==> config.mk <==
export PLATFORM = sky130hd
export DESIGN_NAME = conv_loop_controller
export DESIGN_NICKNAME = d
export VERILOG_FILES = /design/src/rtl/conv_loop_controller.sv
export SDC_FILE = /design/constraint.sdc
export NUM_CORES = 1
export LEC_CHECK = 0
export CAP_MARGIN = 20
export CORE_UTILIZATION = 51
export CTS_CLUSTER_SIZE = 30
export DETAILED_ROUTE_END_ITERATION = 10
export PLACE_DENSITY = 0.92
export SLEW_MARGIN = 0
export SYNTH_ARGS = -nofsm -noshare
export SYNTH_HDL_FRONTEND = slang
export SYNTH_SLANG_ARGS = --single-unit
==> constraint.sdc <==
create_clock -name clk -period 3.1 [get_ports clk]
set_input_delay 0.31 -clock clk [delete_from_list [all_inputs] [get_ports clk]]
set_output_delay 0.31 -clock clk [all_outputs]
set_load 0.02 [all_outputs]
==> src/rtl/conv_loop_controller.sv <==
// conv_loop_controller
//   Loop/handshake sequencer for the convolution datapath. It walks the output-anchor pixel
//   (y, x), the output channel, the input channel and the kernel tap (k_v, k_h). For each tap it
//   fetches one operand pair and issues one MAC. After the last tap of an output it presents the
//   result coordinates on a valid/ready handshake that supports backpressure. Partial sums stay
//   inside the MAC: mac_accumulate_internal clears the accumulator on the first tap of each output.
//
// Ports
//   clk, arst_n_in            clock (rising edge) and asynchronous active-low reset
//   start                     begin a layer; only sampled while idle
//   conv_stride_mode          0:1 1:2 2:4 3:4; latched on start
//   conv_kernel_size          kernel side 1..MAX_KERNEL; 0 or out of range runs as 1
//   running, done             busy flag; one-cycle pulse after the final result is accepted
//   a_valid/b_valid/a_ready/b_ready   operand fetch handshake
//   mac_valid, mac_accumulate_internal  one MAC per tap; 0 = start a new accumulation
//   x, y, k_h, k_v, ch_in, ch_out      current loop position
//   output_valid/output_ready          result handshake
//   output_x, output_y, output_ch      coordinates of the held result
module conv_loop_controller #(
   parameter int unsigned FEATURE_MAP_WIDTH  = 1024,
   parameter int unsigned FEATURE_MAP_HEIGHT = 1024,
   parameter int unsigned INPUT_NB_CHANNELS  = 64,
   parameter int unsigned OUTPUT_NB_CHANNELS = 64,
   parameter int unsigned MAX_KERNEL         = 7,
   localparam int unsigned KW  = $clog2(MAX_KERNEL + 1),
   localparam int unsigned XW  = (FEATURE_MAP_WIDTH > 1) ? $clog2(FEATURE_MAP_WIDTH) : 1,
   localparam int unsigned YW  = (FEATURE_MAP_HEIGHT > 1) ? $clog2(FEATURE_MAP_HEIGHT) : 1,
   localparam int unsigned CIW = (INPUT_NB_CHANNELS > 1) ? $clog2(INPUT_NB_CHANNELS) : 1,
   localparam int unsigned COW = (OUTPUT_NB_CHANNELS > 1) ? $clog2(OUTPUT_NB_CHANNELS) : 1
) (
   input  logic           clk,
   input  logic           arst_n_in,
   input  logic           start,
   input  logic [1:0]     conv_stride_mode,
   input  logic [KW-1:0]  conv_kernel_size,
   output logic           running,
   output logic           done,
   input  logic           a_valid,
   input  logic           b_valid,
   output logic           a_ready,
   output logic           b_ready,
   output logic           mac_valid,
   output logic           mac_accumulate_internal,
   output logic [XW-1:0]  x,
   output logic [YW-1:0]  y,
   output logic [KW-1:0]  k_h,
   output logic [KW-1:0]  k_v,
   output logic [CIW-1:0] ch_in,
   output logic [COW-1:0] ch_out,
   output logic           output_valid,
   input  logic           output_ready,
   output logic [XW-1:0]  output_x,
   output logic [YW-1:0]  output_y,
   output logic [COW-1:0] output_ch
);

   // Extra headroom so x + stride never wraps in the end-of-row compare.
   localparam int unsigned XCW = XW + 3;
   localparam int unsigned YCW = YW + 3;

   typedef enum logic [1:0] {StIdle, StFetch, StMac, StOut} state_e;

   state_e state_q, state_d;

   logic [KW-1:0]  ksize_q, ksize_d;
   logic [2:0]     stride_q, stride_d;
   logic [KW-1:0]  k_h_q, k_h_d, k_v_q, k_v_d;
   logic [CIW-1:0] ch_in_q, ch_in_d;
   logic [COW-1:0] ch_out_q, ch_out_d;
   logic [XW-1:0]  x_q, x_d, out_x_q, out_x_d;
   logic [YW-1:0]  y_q, y_d, out_y_q, out_y_d;
   logic [COW-1:0] out_ch_q, out_ch_d;
   logic           last_q, last_d;
   logic           done_q, done_d;

   logic           last_kh, last_kv, last_ci, last_co, x_wrap, y_wrap, tap_end;
   logic [XCW-1:0] x_sum;
   logic [YCW-1:0] y_sum;
   logic [31:0]    ksize_in_wide;
   logic [KW-1:0]  ksize_eff;
   logic [2:0]     stride_eff;

   // ---------------------------------------------------------------------------------------
   // Loop-end decode
   // ---------------------------------------------------------------------------------------
   always_comb begin
      last_kh = (k_h_q == ksize_q - KW'(1));
      last_kv = (k_v_q == ksize_q - KW'(1));
      last_ci = (ch_in_q == CIW'(INPUT_NB_CHANNELS - 1));
      last_co = (ch_out_q == COW'(OUTPUT_NB_CHANNELS - 1));
      x_sum   = XCW'(x_q) + XCW'(stride_q);
      y_sum   = YCW'(y_q) + YCW'(stride_q);
      x_wrap  = (x_sum >= XCW'(FEATURE_MAP_WIDTH));
      y_wrap  = (y_sum >= YCW'(FEATURE_MAP_HEIGHT));
      tap_end = last_kh && last_kv && last_ci;
   end

   // Config decode applied at start.
   always_comb begin
      ksize_in_wide = 32'(conv_kernel_size);
      if (ksize_in_wide == 32'd0 || ksize_in_wide > MAX_KERNEL) begin
         ksize_eff = KW'(1);
      end else begin
         ksize_eff = conv_kernel_size;
      end
      unique case (conv_stride_mode)
         2'd0:    stride_eff = 3'd1;
         2'd1:    stride_eff = 3'd2;
         default: stride_eff = 3'd4;
      endcase
   end

   // ---------------------------------------------------------------------------------------
   // FSM: state register
   // ---------------------------------------------------------------------------------------
   always_ff @(posedge clk or negedge arst_n_in) begin
      if (!arst_n_in) begin
         state_q <= StIdle;
      end else begin
         state_q <= state_d;
      end
   end

   // FSM: next state
   always_comb begin
      state_d = state_q;
      unique case (state_q)
         StIdle:  if (start) state_d = StFetch;
         StFetch: if (a_valid && b_valid) state_d = StMac;
         StMac:   state_d = tap_end ? StOut : StFetch;
         StOut: begin
            if (output_ready) state_d = last_q ? StIdle : StFetch;
         end
         default: state_d = StIdle;
      endcase
   end

   // FSM: outputs
   always_comb begin
      running                 = 1'b0;
      a_ready                 = 1'b0;
      b_ready                 = 1'b0;
      mac_valid               = 1'b0;
      mac_accumulate_internal = 1'b0;
      output_valid            = 1'b0;
      unique case (state_q)
         StIdle: ;
         StFetch: begin
            running = 1'b1;
            a_ready = 1'b1;
            b_ready = 1'b1;
         end
         StMac: begin
            running                 = 1'b1;
            mac_valid               = 1'b1;
            mac_accumulate_internal = !(ch_in_q == '0 && k_v_q == '0 && k_h_q == '0);
         end
         StOut: begin
            running      = 1'b1;
            output_valid = 1'b1;
         end
         default: ;
      endcase
   end

   assign done      = done_q;
   assign x         = x_q;
   assign y         = y_q;
   assign k_h       = k_h_q;
   assign k_v       = k_v_q;
   assign ch_in     = ch_in_q;
   assign ch_out    = ch_out_q;
   assign output_x  = out_x_q;
   assign output_y  = out_y_q;
   assign output_ch = out_ch_q;

   // ---------------------------------------------------------------------------------------
   // Counters, latched config and result coordinates
   // ---------------------------------------------------------------------------------------
   always_comb begin
      ksize_d  = ksize_q;
      stride_d = stride_q;
      k_h_d    = k_h_q;
      k_v_d    = k_v_q;
      ch_in_d  = ch_in_q;
      ch_out_d = ch_out_q;
      x_d      = x_q;
      y_d      = y_q;
      out_x_d  = out_x_q;
      out_y_d  = out_y_q;
      out_ch_d = out_ch_q;
      last_d   = last_q;
      done_d   = 1'b0;
      unique case (state_q)
         StIdle: begin
            if (start) begin
               ksize_d  = ksize_eff;
               stride_d = stride_eff;
               k_h_d    = '0;
               k_v_d    = '0;
               ch_in_d  = '0;
               ch_out_d = '0;
               x_d      = '0;
               y_d      = '0;
               last_d   = 1'b0;
            end
         end
         StMac: begin
            // Odometer: k_h fastest, then k_v, ch_in, ch_out, x, y.
            if (!last_kh) begin
               k_h_d = k_h_q + KW'(1);
            end else begin
               k_h_d = '0;
               if (!last_kv) begin
                  k_v_d = k_v_q + KW'(1);
               end else begin
                  k_v_d = '0;
                  if (!last_ci) begin
                     ch_in_d = ch_in_q + CIW'(1);
                  end else begin
                     ch_in_d = '0;
                     if (!last_co) begin
                        ch_out_d = ch_out_q + COW'(1);
                     end else begin
                        ch_out_d = '0;
                        // The truncating cast is only taken when x + stride < W.
                        if (!x_wrap) begin
                           x_d = x_q + XW'(stride_q);
                        end else begin
                           x_d = '0;
                           if (!y_wrap) begin
                              y_d = y_q + YW'(stride_q);
                           end else begin
                              y_d = '0;
                           end
                        end
                     end
                  end
               end
            end
            if (tap_end) begin
               out_x_d  = x_q;
               out_y_d  = y_q;
               out_ch_d = ch_out_q;
               last_d   = last_co && x_wrap && y_wrap;
            end
         end
         StOut: begin
            if (output_ready && last_q) done_d = 1'b1;
         end
         default: ;
      endcase
   end

   always_ff @(posedge clk or negedge arst_n_in) begin
      if (!arst_n_in) begin
         ksize_q  <= '0;
         stride_q <= '0;
         k_h_q    <= '0;
         k_v_q    <= '0;
         ch_in_q  <= '0;
         ch_out_q <= '0;
         x_q      <= '0;
         y_q      <= '0;
         out_x_q  <= '0;
         out_y_q  <= '0;
         out_ch_q <= '0;
         last_q   <= 1'b0;
         done_q   <= 1'b0;
      end else begin
         ksize_q  <= ksize_d;
         stride_q <= stride_d;
         k_h_q    <= k_h_d;
         k_v_q    <= k_v_d;
         ch_in_q  <= ch_in_d;
         ch_out_q <= ch_out_d;
         x_q      <= x_d;
         y_q      <= y_d;
         out_x_q  <= out_x_d;
         out_y_q  <= out_y_d;
         out_ch_q <= out_ch_d;
         last_q   <= last_d;
         done_q   <= done_d;
      end
   end

endmodule

* Word-level counts from Yosys, hierarchy flattened
Index checks and enable logic that the tools add are counted.
Cells by class: $add $sub $neg 9, order comparisons 2, equality and inequality tests 17, muxes and demuxes 48, reduce and logical (&&, ||, !) cells 27
Operators with widths (number):
- $mux 10 | 12
- $mux 6 | 8
- $pmux 10 s2 | 2
- $pmux 6 s2 | 2
- $add 10x3->11 | 2
- $ge 11x11->1 const B | 2
- $add 10x3->10 | 2
- $ne 2x2->1 const B | 9
- $pmux 3 s2 | 3
- $mux 3 | 5
- $add 6x1->6 const B | 2
- $eq 6x6->1 const B | 2
- $mux 1 | 10
- $logic_not 3->1 | 3
- $reduce_and 3->1 | 3
- $logic_and 1x1->1 | 8
- $mux 2 | 4
- $pmux 2 s4 | 1
- $reduce_and 7->1 | 1
- $add 3x1->3 const B | 2
- $eq 3x3->1 | 2
- $logic_not 6->1 | 1
- $reduce_and 2->1 | 3
- $reduce_and 6->1 | 1
- 10 further kinds | 13
Word-level totals: bits in registers 74, bits of input ports 11, logic and storage cells 117

* Logic depth before layout (Yosys ltp)
depth in word-level cells 9, gate-level depth with buffers 8, depth with buffers taken out 7

* Worst setup path before layout
No wires, ideal clock.
path kind register to register, from reg k_v_q[2], in the netlist k_v[2], to reg x_q[5], in the netlist x[5], setup time 0.126 ns, data arrival time 2.262 ns, required time 2.974 ns, slack 0.713 ns, cell stages (with the launch flop) 6, buffers on the path 0, period minus slack after synthesis 2.387 ns, cell sequence dfrtp_1 -> xor3_1 -> or4_4 -> a211oi_4 -> o21ai_2 -> o311a_1
On the way: word-level cells in the longest chain between the ends 3
RTL lines:
- start, declared | line 67 | logic [KW-1:0] k_h_q, k_h_d, k_v_q, k_v_d;
- start signal, assigned | line 274 | k_v_q <= k_v_d;
- $eq 3x3->1 | line 88 | last_kv = (k_v_q == ksize_q - KW'(1));
- $ne 2x2->1 (no line)
- $reduce_and 6->1 (no line)
- end signal, assigned | line 263 | x_q <= '0;
- end signal, assigned | line 277 | x_q <= x_d;
- end, declared | line 70 | logic [XW-1:0] x_q, x_d, out_x_q, out_x_d;
Every way passes these cells. A chain may end at the register's enable or synchronous reset.

* Worst setup path in the final report
from reg state_q[0], to reg x_q[4], in the netlist x[4]
On the way: word-level cells in the longest chain between the ends 3
RTL lines:
- start, declared | line 63 | state_e state_q, state_d;
- start signal, assigned | line 118 | state_q <= StIdle;
- start signal, assigned | line 120 | state_q <= state_d;
- $eq 2x2->1 / $logic_not 2->1 (equally long branches) | line 194 | unique case (state_q)
- $ne 2x2->1 (no line) / $reduce_bool 2->1 (equally long branches)
- $reduce_and 6->1 (no line)
Several ways; a longest one is shown, not always the timed one.

==> results <==
- The initial antenna violation count is 0.
- The highest clock rate is 355.7 MHz.
- The data required time of the critical path is 3.38 ns.
- Summed over all layers, the global routing overflow is 0.
- The share of synthesized registers carrying an async set or reset is 1.000.
- The via count of the first global-routing pass is 3109.
- The initialized floorplan defines 31 standard-cell rows.
- CTS placed an instance of sky130_fd_sc_hd__clkbuf_8 at the clock tree root.
- The layout cell share with drive strength beyond 1 is 0.1274.
- The post-layout total power is 3.488 mW.
- The maximum number of pins on one net before global-route repair is 75.
- After detailed routing, the average wire length per cell comes to 16.59 um.
- The count of synthesis-stage warnings from yosys is 0.
- The total negative slack for setup checks is 0 ns.
- In this run the static leakage power is 2.193 nW.
- In the synthesized netlist the dominant register cell turns out to be sky130_fd_sc_hd__dfrtp_1.
- The biggest area contributor in the post-synthesis netlist is sky130_fd_sc_hd__dfrtp_1.
- The synthesized design contains 74 register bits.
- The end-of-flow core utilization is 0.6833.
- The largest stage delay on the critical path is 0.53 ns.
- The placed wire-length estimate is 6483 um.
- 82 I/O pins were placed.
- The critical path arrival is 3.09 ns.
- For this run, the detailed router's first-pass iteration total came to 4.
- The overall routed net length is 9322 um.
- Measured against its own limit, the worst slew margin works out to 0.3884.
- The element type at the critical path end is a flop.
- The sequential fraction of the synthesis area is 0.4805.
- Across every metal layer, demand over resource in global routing totals 0.2507.
- The floorplan step defined a die boundary enclosing 0.007908 mm2.
- The fraction of post-synthesis cell area in the top cell type by area is 0.4805.
- The flow ran to the end, and the final reports show no timing, DRC or antenna violations.
- In this run the worst hold path is classified as input port to asynchronous set/reset pin.
- In this run the critical register-to-register path is launched from state_q[0].
- Dividing the final minimum period by the clock period gives 0.9069.
- The number of flops mapped to enable cells by yosys is 0.
- The routed design could run at a clock period as short as 2.811 ns.
- The number of H-tree branching levels is 3.
- The count of filler cells inserted in the layout is 543.
- In this run the register-to-register setup slack is 0.29 ns.
- The buffer depth of the longest clock path is 2.
- The endpoint of the lowest-slack register-to-register path is x[4].
- TritonCTS built the clock tree.
- In this run the horizontal extent of the chip is 88.93 um.
- The kind of start point of the critical path is a flop.
- The final antenna diode count is 0.
- Dividing the detail-routed via count by the number of cells gives 5.940.
- Power spread over the standard cell area amounts to 700.1 mW/mm2.
- The number of buffers and inverters on the critical path is 2.
- The cell with the largest stage delay on the worst path is sky130_fd_sc_hd__nand2b_1.
- Clock tree synthesis found a total of 74 sinks.
- The port buffer count is 81.
- The number of maximum-capacitance violations is 0.
- The worst vdd rail ir drop is 0.3578 mV.
- The total number of vias is 3338.
- The net count of the finished layout is 485.
- The gate count after technology mapping is 375.
- The first-pass GRT wire length is 14980 um.
- The DRC violations left is 0.
- The final hold slack is 0.08303 ns.
- Ranked by total cell area, the synthesized netlist is headed by sky130_fd_sc_hd__dfrtp_1, sky130_fd_sc_hd__mux2_2, sky130_fd_sc_hd__ha_1.
- The global placer's final weighted congestion is 0.8915.
- The hold violation total from the final report is 0.
- The count of cells in the finished layout, fillers not included, comes to 562.
- The area added between synthesis and finish is 29.29%.
- After clock tree synthesis, the clock-pin slew on the worst setup and hold paths is 0.08 ns.
- The later pin in the worst-skew pair is clocked with a latency of 0.35 ns.
- The count of unique library cells instantiated by Yosys is 54.
- Setup violations remaining at the end of the flow were counted as 0.
- Buffers added to address setup during post-CTS repair amount to 0.
- The first-iteration detailed-routing DRC count is 245.
- After synthesis the cells add up to 0.003854 mm2.
- In this run, post-CTS repair resized a total of 0 instances.
- The core region is 0.007292 mm2.
- The maximum fanout encountered on the critical timing path is 35.
- The cell family contributing the most delay on the critical path is simple AND/OR/NAND/NOR gates.
- The floorplan die height is 88.93 um.
- The cell count after placement is 546.
- The total clock buffers created by CTS is 9.
- The residual antenna-violating net count after detailed routing is 0.
- The critical path is of the flop to flop type.
- Setup repair after global routing left no endpoint under its margin.
- The leading cell type in the layout, fill and taps excluded is sky130_fd_sc_hd__clkdlybuf4s50_1.
- For this configuration, the core starts out at a cell density of 0.5285.
- The worst register-to-register path has a depth of 7.
- Walking the worst path, the cells encountered are nand2b_1, clkinv_1, o31ai_2, o211ai_1, buf_4, or4_1, a21oi_1.
- The max-slew violation count is 0.
- The pin slew with the least headroom to its limit is 0.9175 ns.
- Hold repair after CTS inserted 0 buffers.
- The library cells used most frequently in the layout, excluding fill and tap cells, are sky130_fd_sc_hd__clkdlybuf4s50_1, sky130_fd_sc_hd__dfrtp_1, sky130_fd_sc_hd__nand2_1.
- On the final layout, the worst clock skew is 0.01022 ns.
- The synthesized area per cell is 10.28 um2.
- Synthesis produced a netlist with a net count of 402.
area by class of cell:
class / count / area, um2 / share of cell area
multi-input cells: 274 / 1896 / 0.3805
clock inverters: 1 / 30.03 / 0.006027
well taps: 99 / 123.9 / 0.02486
repair buffers: 86 / 845.8 / 0.1698
flip-flops and latches: 74 / 1852 / 0.3717
clock buffers: 15 / 186.4 / 0.03742
inverters: 13 / 48.80 / 0.009794
power by group:
| group | internal (mW) | switching (mW) |
|---|---|---|
| Clock | 0.461 | 0.346 |
| Sequential | 1.10 | 0.208 |
| Combinational | 0.585 | 0.783 |
state kept, by name, indices dropped and copies added (netlist names):
name       count
output_x      10
state_q        2
ch_out         6
k_v            3
last_q         1
stride_q       3
ch_in          6
y             10
output_ch      6
ksize_q        3
x             10
k_h            3
output_y      10
done           1
metrics by stage:
step / cell area, um2 / setup slack (ns)
after floorplan: 3854 / 0.7125
after global placement: 4766 / 0.5563
after detailed placement: 4766 / 0.4109
after CTS: 4982 / 0.3742
after global routing: 4982 / 0.1586
final: 4982 / 0.2886
layer usage:
layer	track usage	up-vias	wire (um)
li1	-	1549	-
met2	0.4210	146	4679
met4	0.1100	0	269
met1	0.3200	1617	3840
met5	0	-	0
met3	0.04432	26	532
cell families after synthesis:
kind of cell | after synthesis | share of synthesized area
buffers and inverters | 27 | 0.02760
multiplexers | 25 | 0.07273
AND/OR/NAND/NOR | 124 | 0.1597
XOR/XNOR | 9 | 0.02922
flip-flops | 74 | 0.4805
adder cells (fa/ha/maj) | 16 | 0.05585
AO/OA/AOI/OAI | 100 | 0.1743
worst max path at each step:
stage | from | slack [ns] | cells past startpoint | endpoint
after global placement | state_q[0] | 0.56 | 7 | x[9]
final | state_q[0] | 0.29 | 7 | x[4]
after floorplan | k_v[2] | 0.71 | 5 | x[5]
after global routing | state_q[0] | 0.16 | 7 | x[4]
after CTS | state_q[0] | 0.37 | 7 | x[4]
after detailed placement | state_q[0] | 0.41 | 7 | x[4]
synthesized netlist by cell type, types with 5 or more instances:
master                     instances
sky130_fd_sc_hd__dfrtp_1          74
sky130_fd_sc_hd__nand2_1          41
sky130_fd_sc_hd__o21ai_0          32
sky130_fd_sc_hd__mux2_2           24
sky130_fd_sc_hd__nor2_1           20
sky130_fd_sc_hd__o31ai_1          17
sky130_fd_sc_hd__nand3_1          15
sky130_fd_sc_hd__ha_1             14
sky130_fd_sc_hd__a21oi_1          13
sky130_fd_sc_hd__inv_1            12
sky130_fd_sc_hd__clkbuf_1         10
sky130_fd_sc_hd__and2_1            8
sky130_fd_sc_hd__and3_1            8
sky130_fd_sc_hd__a31oi_1           7
sky130_fd_sc_hd__nor3_1            7
sky130_fd_sc_hd__xnor2_1           6
sky130_fd_sc_hd__a21o_1            5
sky130_fd_sc_hd__or4_1             5
Note: power is estimated with default switching activity, not from simulation.
